File: src/rtl/mitchell_pkg.sv
// Shared defaults and helpers for the pipelined Mitchell multiplier.
package mitchell_pkg;

   // Default word geometry: 1 sign bit + 15 magnitude bits, 11 of them fractional.
   localparam int DEF_BITSIZE = 16;
   localparam int DEF_FRAC    = 11;
   localparam int DEF_W       = DEF_BITSIZE - 1;
   localparam int DEF_LODW    = $clog2(DEF_W);

   // Stage 1 record (default geometry): leading-one index and left-aligned
   // fraction of each operand, product sign, and a zero-operand flag.
   typedef struct packed {
      logic                  valid;
      logic                  sign;
      logic                  zero;
      logic [DEF_LODW-1:0]   k_a;
      logic [DEF_LODW-1:0]   k_b;
      logic [DEF_W-2:0]      x_a;
      logic [DEF_W-2:0]      x_b;
   } s1_def_t;

   // Stage 2 record (default geometry): summed characteristic and the
   // summed fraction (top bit is the carry into the characteristic).
   typedef struct packed {
      logic                  valid;
      logic                  sign;
      logic                  zero;
      logic [DEF_LODW:0]     k;
      logic [DEF_W-1:0]      x;
   } s2_def_t;

   // All-ones magnitude of width w, used as the saturation value.
   function automatic logic [63:0] sat_mag(input int w);
      sat_mag = (64'd1 << w) - 64'd1;
   endfunction

endpackage

File: src/rtl/mitchell_lod.sv
// Leading-one detector: reports whether any bit is set and the index of the
// most significant set bit.
module mitchell_lod #(
   parameter int WIDTH = 15,
   parameter int IDXW  = 4
) (
   input  logic [WIDTH-1:0] vec,
   output logic             found,
   output logic [IDXW-1:0]  idx
);

   // Scan upward so the highest set bit is the last one written.
   always_comb begin
      found = 1'b0;
      idx   = '0;
      for (int i = 0; i < WIDTH; i++) begin
         if (vec[i]) begin
            found = 1'b1;
            idx   = IDXW'(i);
         end
      end
   end

endmodule

File: src/rtl/mitchell_mul_pipe.sv
// Three-stage Mitchell log-domain multiplier for sign-magnitude fixed point,
// with saturation and a globally stalled valid/ready pipeline.
//
// Handshake: a pair is taken on in_valid && in_ready, a result is handed over
// on out_valid && out_ready. All stages move together when
// advance = !out_valid || out_ready, so a stalled output holds c/ovf stable
// and in_ready is low until the consumer takes it.
module mitchell_mul_pipe
   import mitchell_pkg::*;
#(
   parameter int BITSIZE = DEF_BITSIZE,
   parameter int FRAC    = DEF_FRAC,
   parameter int LODW    = $clog2(BITSIZE - 1)
) (
   input  logic               clk,
   input  logic               rst,
   input  logic               in_valid,
   output logic               in_ready,
   input  logic [BITSIZE-1:0] a,
   input  logic [BITSIZE-1:0] b,
   output logic               out_valid,
   input  logic               out_ready,
   output logic [BITSIZE-1:0] c,
   output logic               ovf
);

   localparam int W  = BITSIZE - 1;  // magnitude width
   localparam int XW = W - 1;        // fraction width below the leading one
   localparam int EW = LODW + 2;     // signed exponent width

   localparam logic [W-1:0]  SAT_MAG = W'(sat_mag(W));
   localparam logic [EW-1:0] E_FRAC  = EW'(FRAC);
   localparam logic [EW-1:0] E_W     = EW'(W);
   localparam logic [EW-1:0] E_TOP   = EW'(W - 1);

   typedef struct packed {
      logic              valid;
      logic              sign;
      logic              zero;
      logic [LODW-1:0]   k_a;
      logic [LODW-1:0]   k_b;
      logic [XW-1:0]     x_a;
      logic [XW-1:0]     x_b;
   } s1_t;

   typedef struct packed {
      logic              valid;
      logic              sign;
      logic              zero;
      logic [LODW:0]     k;
      logic [W-1:0]      x;
   } s2_t;

   s1_t s1;
   s2_t s2;

   logic advance;
   assign advance  = !out_valid || out_ready;
   assign in_ready = advance && !rst;

   // ---------------- S1: leading-one detection and normalisation
   logic            found_a, found_b;
   logic [LODW-1:0] k_a, k_b;
   logic [XW-1:0]   x_a, x_b;

   mitchell_lod #(.WIDTH(W), .IDXW(LODW)) u_lod_a (
      .vec   (a[W-1:0]),
      .found (found_a),
      .idx   (k_a)
   );

   mitchell_lod #(.WIDTH(W), .IDXW(LODW)) u_lod_b (
      .vec   (b[W-1:0]),
      .found (found_b),
      .idx   (k_b)
   );

   // Shift the leading one up to bit W-1 and keep the bits beneath it.
   assign x_a = XW'(a[W-1:0] << (LODW'(W - 1) - k_a));
   assign x_b = XW'(b[W-1:0] << (LODW'(W - 1) - k_b));

   // ---------------- S3: antilog, rescale, saturate
   logic          carry;
   logic [EW-1:0] e, rsh;
   logic [W-1:0]  mant, mag;
   logic [BITSIZE-1:0] res_c;
   logic          res_ovf;

   // A fraction carry bumps the characteristic; the remaining bits are the
   // mantissa either way, so M = 1.x[W-2:0] in both cases.
   assign carry = s2.x[W-1];
   assign e     = EW'(s2.k) + EW'(carry) - E_FRAC;
   assign mant  = {1'b1, s2.x[XW-1:0]};
   // The mantissa's leading one sits at bit W-1; it must land at bit e.
   assign rsh   = E_TOP - e;
   assign mag   = mant >> rsh;

   // Result selection: zero operand, underflow, saturation, or normal.
   always_comb begin
      res_c   = '0;
      res_ovf = 1'b0;
      if (s2.zero || e[EW-1]) begin
         res_c   = '0;
         res_ovf = 1'b0;
      end else if (e >= E_W) begin
         res_c   = {s2.sign, SAT_MAG};
         res_ovf = 1'b1;
      end else begin
         res_c   = {s2.sign, mag};
      end
   end

   // Pipeline registers; everything holds while the output is stalled.
   always_ff @(posedge clk) begin
      if (rst) begin
         s1        <= '0;
         s2        <= '0;
         out_valid <= 1'b0;
         c         <= '0;
         ovf       <= 1'b0;
      end else if (advance) begin
         s1.valid  <= in_valid;
         s1.sign   <= a[BITSIZE-1] ^ b[BITSIZE-1];
         s1.zero   <= !found_a || !found_b;
         s1.k_a    <= k_a;
         s1.k_b    <= k_b;
         s1.x_a    <= x_a;
         s1.x_b    <= x_b;

         s2.valid  <= s1.valid;
         s2.sign   <= s1.sign;
         s2.zero   <= s1.zero;
         s2.k      <= {1'b0, s1.k_a} + {1'b0, s1.k_b};
         s2.x      <= {1'b0, s1.x_a} + {1'b0, s1.x_b};

         out_valid <= s2.valid;
         c         <= res_c;
         ovf       <= res_ovf;
      end
   end

endmodule

File: config.mk
export PLATFORM = sky130hd
export DESIGN_NAME = mitchell_mul_pipe
export DESIGN_NICKNAME = d
export VERILOG_FILES = /design/src/rtl/mitchell_pkg.sv /design/src/rtl/mitchell_lod.sv /design/src/rtl/mitchell_mul_pipe.sv
export SDC_FILE = /design/constraint.sdc
export NUM_CORES = 1
export LEC_CHECK = 0
export ABC_AREA = 1
export CORE_ASPECT_RATIO = 0.75
export CORE_UTILIZATION = 53
export CTS_CLUSTER_DIAMETER = 50
export DETAILED_ROUTE_END_ITERATION = 12
export HOLD_SLACK_MARGIN = 0.03
export PLACE_DENSITY = 0.78
export SLEW_MARGIN = 15
export SYNTH_ARGS = -nofsm -noshare
export SYNTH_HDL_FRONTEND = slang
export SYNTH_SLANG_ARGS = --single-unit
File: constraint.sdc
create_clock -name clk -period 3.1 [get_ports clk]
set_input_delay 0.775 -clock clk [delete_from_list [all_inputs] [get_ports clk]]
set_output_delay 0.775 -clock clk [all_outputs]
set_load 0.01 [all_outputs]
; Yosys cells after proc, flatten, opt, wreduce, memory -nomap -nowiden
; Index checks and enable logic that the tools add are counted.
[op_classes]
addsub = 7
order_cmp = 1
shifts = 3
mux = 62
bitwise_logic = 1
n_reduce_logical = 8
[op_table]
columns = op, count
row1 = $mux W4, 14
row2 = $mux W1, 34
row3 = $shl A15 B4 Y14, 2
row4 = $mux W3, 8
row5 = $mux W16, 1
row6 = $add A14 B14 Y15, 1
row7 = $mux W15, 1
row8 = $shr A15 B6 Y15, 1
row9 = $mux W2, 4
row10 = $sub A4 B4 Y4 const A, 2
row11 = $add A5 B1 Y6, 1
row12 = $ge A6 B4 Y1 const B, 1
row13 = $sub A4 B6 Y6 const A, 1
row14 = $sub A6 B4 Y6 const B, 1
row15 = $add A4 B4 Y5, 1
row16 = $logic_not A1 Y1, 4
row17 = $logic_or A1 B1 Y1, 3
row18 = $logic_and A1 B1 Y1, 1
row19 = $xor A1 B1 Y1, 1
[totals]
reg_bits = 80
input_bits = 36
elab_cells = 97

; Longest topological paths before layout
; Gate-level depths: netlist of the first run.
[depth]
depth_word = 17
ltp_mapped = 25

; Hierarchy
; Synthesis of the first run repeated with hierarchy kept, for this count alone.
[unflattened]
hier_cells = 867
hier_area_um2 = 5585.4
[modules_own_cells]
columns = module, n_inst, cells_per_inst, area_each_um2
row1 = mitchell_mul_pipe, 1, 783, 5235.0
row2 = mitchell_lod, 2, 42, 175.2

; Worst setup path after synthesis of the first run
; OpenSTA, ideal clock, no wires.
[synth_timing]
path_type = in2reg
startpoint = in b[2]
endpoint = reg s1[10] (netlist bit)
setup_ns = 0.132
arrival_ns = 2.875
required_ns = 2.968
setup_slack_ns = 0.093
cell_stages = 23
path_buffers = 3
path_cell_list = inv_1 > nand2_1 > nand2_1 > nand2_1 > nand2_1 > nand2_1 > nand2_1 > nand2_1 > nand2_1 > nand2_1 > nand2_1 > nand2_1 > nand2_2 > buf_2 > ha_1 > clkbuf_1 > inv_1 > clkbuf_1 > o21ai_0 > nand2_1 > nor2_1 > a21oi_1 > a21oi_1
[synth_between]
elab_chain_len = 15
[synth_lines]
columns = element, line_no
row1 = "start, declared", mitchell_mul_pipe.sv:20  ; input logic [BITSIZE-1:0] b,
row2 = $mux W2 (2 in series), mitchell_lod.sv:17  ; if (vec[i]) begin
row3 = $mux W3 (4 in series), mitchell_lod.sv:17
row4 = $mux W4 (7 in series), mitchell_lod.sv:17
row5 = net k_b[0], mitchell_mul_pipe.sv:63  ; logic [LODW-1:0] k_a, k_b;
row6 = $sub A4 B4 Y4, mitchell_mul_pipe.sv:80  ; assign x_b = XW'(b[W-1:0] << (LODW'(W - 1) - k_b));
row7 = $shl A15 B4 Y14, mitchell_mul_pipe.sv:80
row8 = "end, declared", mitchell_mul_pipe.sv:54  ; s1_t s1;
; The timed path passes the listed nets, and every way through them passes these cells.
; A chain may end at the register's enable or synchronous reset.

; Final worst setup path of the first run
[layout_timing]
startpoint = in out_ready
endpoint = out in_ready
[layout_between]
elab_chain_len = 2
[layout_lines]
columns = element, line_no
row1 = "start, declared", mitchell_mul_pipe.sv:22  ; input logic out_ready,
row2 = $logic_or A1 B1 Y1, mitchell_mul_pipe.sv:58  ; assign advance = !out_valid || out_ready;
row3 = $logic_and A1 B1 Y1, mitchell_mul_pipe.sv:59  ; assign in_ready = advance && !rst;
row4 = "end, declared", mitchell_mul_pipe.sv:18  ; output logic in_ready,
; No other way between the ends.

==> results of run 1 <==
## critical path, cell delays in order
cell and delay (ns):
clkdlybuf4s50_1 0.50, nor2_4 0.07, nor2_1 0.22, clkdlybuf4s50_1 0.59
## area by class of cell
class	count	area (µm²)	area share, %
Clock buffer	10	239	3.38
Clock inverter	6	91.3	1.29
Inverter	107	402	5.68
Multi-Input combinational cell	731	3680	52.0
Sequential cell	80	1600	22.6
Tap cell	136	170	2.40
Timing Repair Buffer	99	891	12.6
## layout by cell type, fill, tap and decap left out, types with 4 or more instances in the layout
cell type        synthesis  routed
buf_4                    0      44
o221ai_1                 4       4
xor2_1                   9       9
xnor2_1                  6       5
nor3_1                   4       4
a21oi_1                 71      70
nor2_1                  57      53
nand3_1                154     154
nand2_2                  3       4
dfxtp_1                 80      80
inv_2                    2       5
clkbuf_16                0       9
nor2_4                   3       4
o21ai_1                  2       4
ha_1                    23      23
o211ai_1                11      11
nand4_1                 11      11
inv_1                  103     100
o21ai_0                 48      46
nand2_1                297     296
clkdlybuf4s50_1          0      54
## metal layers
| metal | track usage [%] | up-vias | part of all wire (%) |
|---|---|---|---|
| met5 | 0 | - | 0 |
| met4 | 5.22 | 0 | 0.73 |
| met3 | 8.62 | 14 | 9.8 |
| met2 | 44.4 | 250 | 40 |
| met1 | 45.5 | 2943 | 50 |
| li1 | - | 3284 | - |
## through the flow
step	utilization [%]	hold slack (ns)	std cells	area, µm²	worst slack [ns]
2_1_floorplan	-	0.430	961	5820	0.0931
3_3_place_gp	64.0	0.451	1153	6720	-0.0924
3_5_place_dp	64.0	0.452	1153	6720	-0.142
4_1_cts	67.2	0.462	1169	7050	0.168
5_1_grt	67.4	0.481	1169	7080	-0.0133
6_report	67.4	0.464	1169	7080	0.161
## kinds of logic (layout without fill, tap and decap cells)
family	count (synthesis)	in the layout	share of synthesized area, %
flip-flops	80	80	27.5
XOR/XNOR	16	16	2.54
AND/OR/NAND/NOR	537	537	39.7
AO/OA/AOI/OAI	153	153	14.8
buffers and inverters	150	222	9.85
adder cells (fa/ha/maj)	25	25	5.63
## worst paths after layout
kind              end  slack [ns]  depth (start not counted)
max reg2reg      c[3]        0.34                         17
min             c[15]        0.46                          2
min reg2reg     c[15]        0.46                          2
max          in_ready        0.16                          4
## sequential cells by signal (all words and copies together) (netlist names)
signal and cells:
s1 39, c 16, mant 14, s2 8, carry 1, out_valid 1, ovf 1
## power groups by stage
| stage | sequential [mW] | clock, mW | combinational, mW |
|---|---|---|---|
| 2_1_floorplan | 1.24 | 0 | 1.10 |
| 3_3_place_gp | 1.27 | 0 | 1.54 |
| 3_5_place_dp | 1.27 | 0 | 1.55 |
| 4_1_cts | 1.25 | 1.18 | 1.56 |
| 5_1_grt | 1.27 | 1.22 | 1.81 |
| 6_report | 1.25 | 1.17 | 1.61 |
## timing repair
action                                  CTS  global route
hold buffers                              0             0
endpoints found under the setup margin    0            25
resized for setup                         0            12
==> impl_metrics.csv, run 1 <==
group,metric,value,unit
status,status,"completed",
drt,wl,16.5,mm
synthesis,synth_most_common_cell,"nand2_1",
pwr,pwr-share-seq,31.1,%
pwr,internal-power,2.49,mW
cts,clock_sinks,80,
grt,first_global_vias,5866,
pwr,vdd_drop_max,369,µV
drt,drt_iter0_drc,538,
cts,root_buffer,"clkbuf_16",
drt,vias_per_cell,5.55,
synthesis,synthTopCellsByCount,"nand2_1 (297), nand3_1 (154), inv_1 (103)",
cts,cts_buffers,9,
sta,finalCriticalPeriod,2.94,ns
sta,fin_skew,0.00605,ns
synthesis,synth-seq-cells,80,
hold_path,min_from,"s2[21]",
floorplanning,die_height,92.8,µm
setup_path,start_kind,"input pin",
cts,post-cts-setup-buffers,0,
synthesis,yosysTopAreaCellShare,27.5,%
synthesis,synth_area_per_cell,6.06,µm²
setup_path,crit_fanout,2,
cts,clk_latency,0.34,ns
finish,drive_gt1_share,8.71,%
placed_design,place_congestion,0.948,
floorplanning,die-area,11400,µm²
floorplanning,num_rows,32,
synthesis,ys.flop_type,"dfxtp_1",
setup_path,critPathKind,"in -> out",
floorplanning,core,10500,µm²
cts,clkSlewWorstSetupHoldPaths,0.06,ns
finish,fillers,979,
pwr,power,4.03,mW
pwr,p_leak,3.44,nW
finish,nNetsFinal,1089,
floorplanning,initial_core_util,55.5,%
synthesis,synth_area_leaders,"dfxtp_1 (28%), nand2_1 (19%), nand3_1 (13%), inv_1 (6.6%), a21oi_1 (6.1%)",
cts,htree_levels,3,
floorplanning,io-pin-count,55,
run,drv_cap,0,
synthesis,yosysSeqAreaShare,27.5,%
sta,max-slew-margin-rel,65.5,%
synthesis,syn_nets,1022,
drt,antenna_left,0,
grt,grt_max_degree,46,
cts,cts_tree,"built",
synthesis,syn_area,5820,µm²
synthesis,ys_warn_count,0,
grt,grt_overflow,0,
pwr,power_frac_comb,39.9,%
synthesis,async_flop_share,0,%
floorplanning,die_w,123,µm
setup_path,crit_required,2.32,ns
sta,fmax,340,MHz
synthesis,synth_edf_count,0,
pwr,switchingPower,1.55,mW
drt,drc_errors,0,
grt,antenna_found_initial,0,
placed_design,dp_hpwl,12.5,mm
sta,rsz0062_at_grt,"true",
hold_path,hold_class,"reg -> reg",
sta,period_share,94.8,%
sta,setup-tns-final,0,ns
drt,detail_route.wl_per_cell,14.1,µm
drt,vias,6491,
cts,clockBufferDepth,2,
grt,grt_util_all_layers,30.8,%
setup_path,reg2reg_from,"s2[15]",
pwr,pwr-share-clk,29.0,%
placed_design,io_buffers,54,
setup_path,startpoint,"out_ready",
synthesis,yosysTopAreaCell,"dfxtp_1",
setup_path,cp.arrival,2.16,ns
drt,drtPass1Iterations,5,
pwr,p_per_area,570,nW/µm²
sta,slew_violations,0,
sta,final-hold-violation-count,0,
sta,worst_pin_slew,0.518,ns
finish,syn_to_final_growth,21.6,%
synthesis,synthCells,961,
sta,finalSetupViolCount,0,
finish,num_antenna_cells,0,
pwr,switching_share,38.3,%
setup_path,worstSetupEndpointType,"output port",
synthesis,synth_cell_types,43,
grt,grt_pass1_wl,27.7,mm
Power figures use the tool's default switching activity.
==> run 2: changes to the inputs <==
- CORE_UTILIZATION: 53 -> 55
- PLACE_DENSITY: 0.78 -> 0.77
- SLEW_MARGIN: 15 -> unset
- clock period: 3.1 -> 2.92 ns (I/O delays scaled with it)
==> run 2 against run 1 <==
Effect of this change:
- core utilization grew 5.0 points
- critical path depth did not move
- clock-buffer cell count up 1
- combinational power up 12%
- critical path type unchanged
- highest routed layer unchanged
==> impl_metrics.csv, run 2 (synthesized netlist as in run 1, its figures left out) <==
group,metric,value,unit
cts,clk_latency,0.34,ns
finish,fillers,841,
sta,setup-tns-final,0,ns
finish,final_design_area_no_fill,7460,µm²
sta,period_share,96.6,%
placed_design,dp.cells,1177,
setup_path,crit_required,2.19,ns
cts,clock_sinks,80,
placed_design,place_area,6920,µm²
cts,root_buffer,"clkbuf_16",
floorplanning,die_w,121,µm
finish,nNetsFinal,1124,
hold_path,hold_path_depth,2,
floorplanning,die-area,11000,µm²
sta,fin_skew,0.00731,ns
drt,antenna_left,0,
hold_path,holdPathEnd,"c[13]",
finish,mostFrequentLayoutCells,"nand2_1 (295), nand3_1 (151), inv_1 (100)",
floorplanning,core,10300,µm²
pwr,p_per_area,585,nW/µm²
drt,drtPass1Iterations,5,
grt,grt_pass1_wl,28.2,mm
floorplanning,io-pin-count,55,
setup_path,worstSetupEndpointType,"output port",
finish,drive_gt1_share,12.5,%
grt,grt_util_all_layers,31.9,%
drt,wl,17.1,mm
finish,fin_cells,1204,
floorplanning,initial_core_util,56.6,%
placed_design,place_congestion,0.984,
sta,fmax,354,MHz
hold_path,hold_class,"reg -> reg",
drt,vias,6693,
finish,num_antenna_cells,0,
setup_path,critPathKind,"in -> out",
finish,utilization,72.5,%
floorplanning,die_height,91.1,µm
floorplanning,num_rows,32,
run,drv_cap,0,
pwr,power,4.36,mW
sta,setup_ws,0.0980,ns
cts,clockBufferDepth,2,
finish,syn_to_final_growth,28.2,%
setup_path,crit_fanout,2,
setup_path,reg2reg_slack,0.16,ns
finish,largest_register,"s1",
cts,cts_tree,"built",
sta,worst_pin_slew,1.16,ns
setup_path,reg2reg_to,"c[3]",
grt,grt_max_degree,46,
drt,detail_route.wl_per_cell,14.2,µm
sta,finalCriticalPeriod,2.82,ns
sta,slew_violations,0,
hold_path,min_from,"c[13]",
drt,drt_iter0_drc,608,
cts,htree_levels,3,
setup_path,cp.arrival,2.09,ns
grt,first_global_vias,5979,
sta,final-hold-violation-count,0,
finish,largest_reg_flops,39,
sta,finalSetupViolCount,0,
status,status,"completed",
cts,cts_buffers,9,
setup_path,r2r_cells,17,
grt,antenna_found_initial,0,
placed_design,io_buffers,54,
pwr,vdd_drop_max,521,µV
setup_path,reg2reg_from,"s2[15]",
sta,holdWs,0.466,ns
placed_design,dp_hpwl,12.5,mm
sta,max-slew-margin-rel,22.3,%
grt,grt_overflow,0,
setup_path,start_kind,"input pin",
cts,clkSlewWorstSetupHoldPaths,0.06,ns
drt,drc_errors,0,
pwr,p_leak,3.66,nW
finish,final_common_cell,"nand2_1",
placed_design,dp_slack,-0.296,ns
drt,vias_per_cell,5.56,
## run 2: area by class of cell
type                    count  area [µm²]  area share [%]
inverters                 107         407            5.45
flip-flops and latches     80        1600            21.5
well taps                 136         170            2.28
multi-input cells         733        3770            50.5
clock inverters             5        80.1            1.07
clock buffers              11         243            3.25
repair buffers            132        1190            16.0
## run 2: what timing repair did
| item | in CTS | in global routing |
|---|---|---|
| setup buffers | 0 | 8 |
| setup endpoints to repair | 0 | 37 |
| resized for setup | 0 | 38 |
| hold buffers | 0 | 0 |
## run 2: worst max-delay path by stage
stage	start	end	cells after the start
5_1_grt	a[1]	s1[23]	21
3_5_place_dp	a[2]	s1[26]	24
2_1_floorplan	b[2]	s1[11]	22
4_1_cts	a[2]	s1[26]	24
6_report	out_ready	in_ready	4
3_3_place_gp	a[2]	s1[26]	24
## run 2: worst max-delay path, cell delays in order
cell and delay, ns:
clkdlybuf4s50_1 0.51, nor2_4 0.07, nor2_1 0.21, clkdlybuf4s50_1 0.58
## run 2: per-layer routing
| layer | share of wire (%) | up-vias | wire [µm] | track usage, % |
|---|---|---|---|---|
| met5 | 0 | - | 0 | 0 |
| met4 | 0.81 | 0 | 138 | 5.66 |
| met3 | 10 | 19 | 1770 | 7.91 |
| met2 | 42 | 334 | 7120 | 46.7 |
| met1 | 47 | 2985 | 8070 | 47.2 |
| li1 | - | 3355 | - | - |
## run 2: power by group
| part | total [mW] | switching, mW | internal (mW) |
|---|---|---|---|
| logic | 1.81 | 1.11 | 0.702 |
| clock network | 1.22 | 0.450 | 0.771 |
| registers | 1.33 | 0.103 | 1.23 |
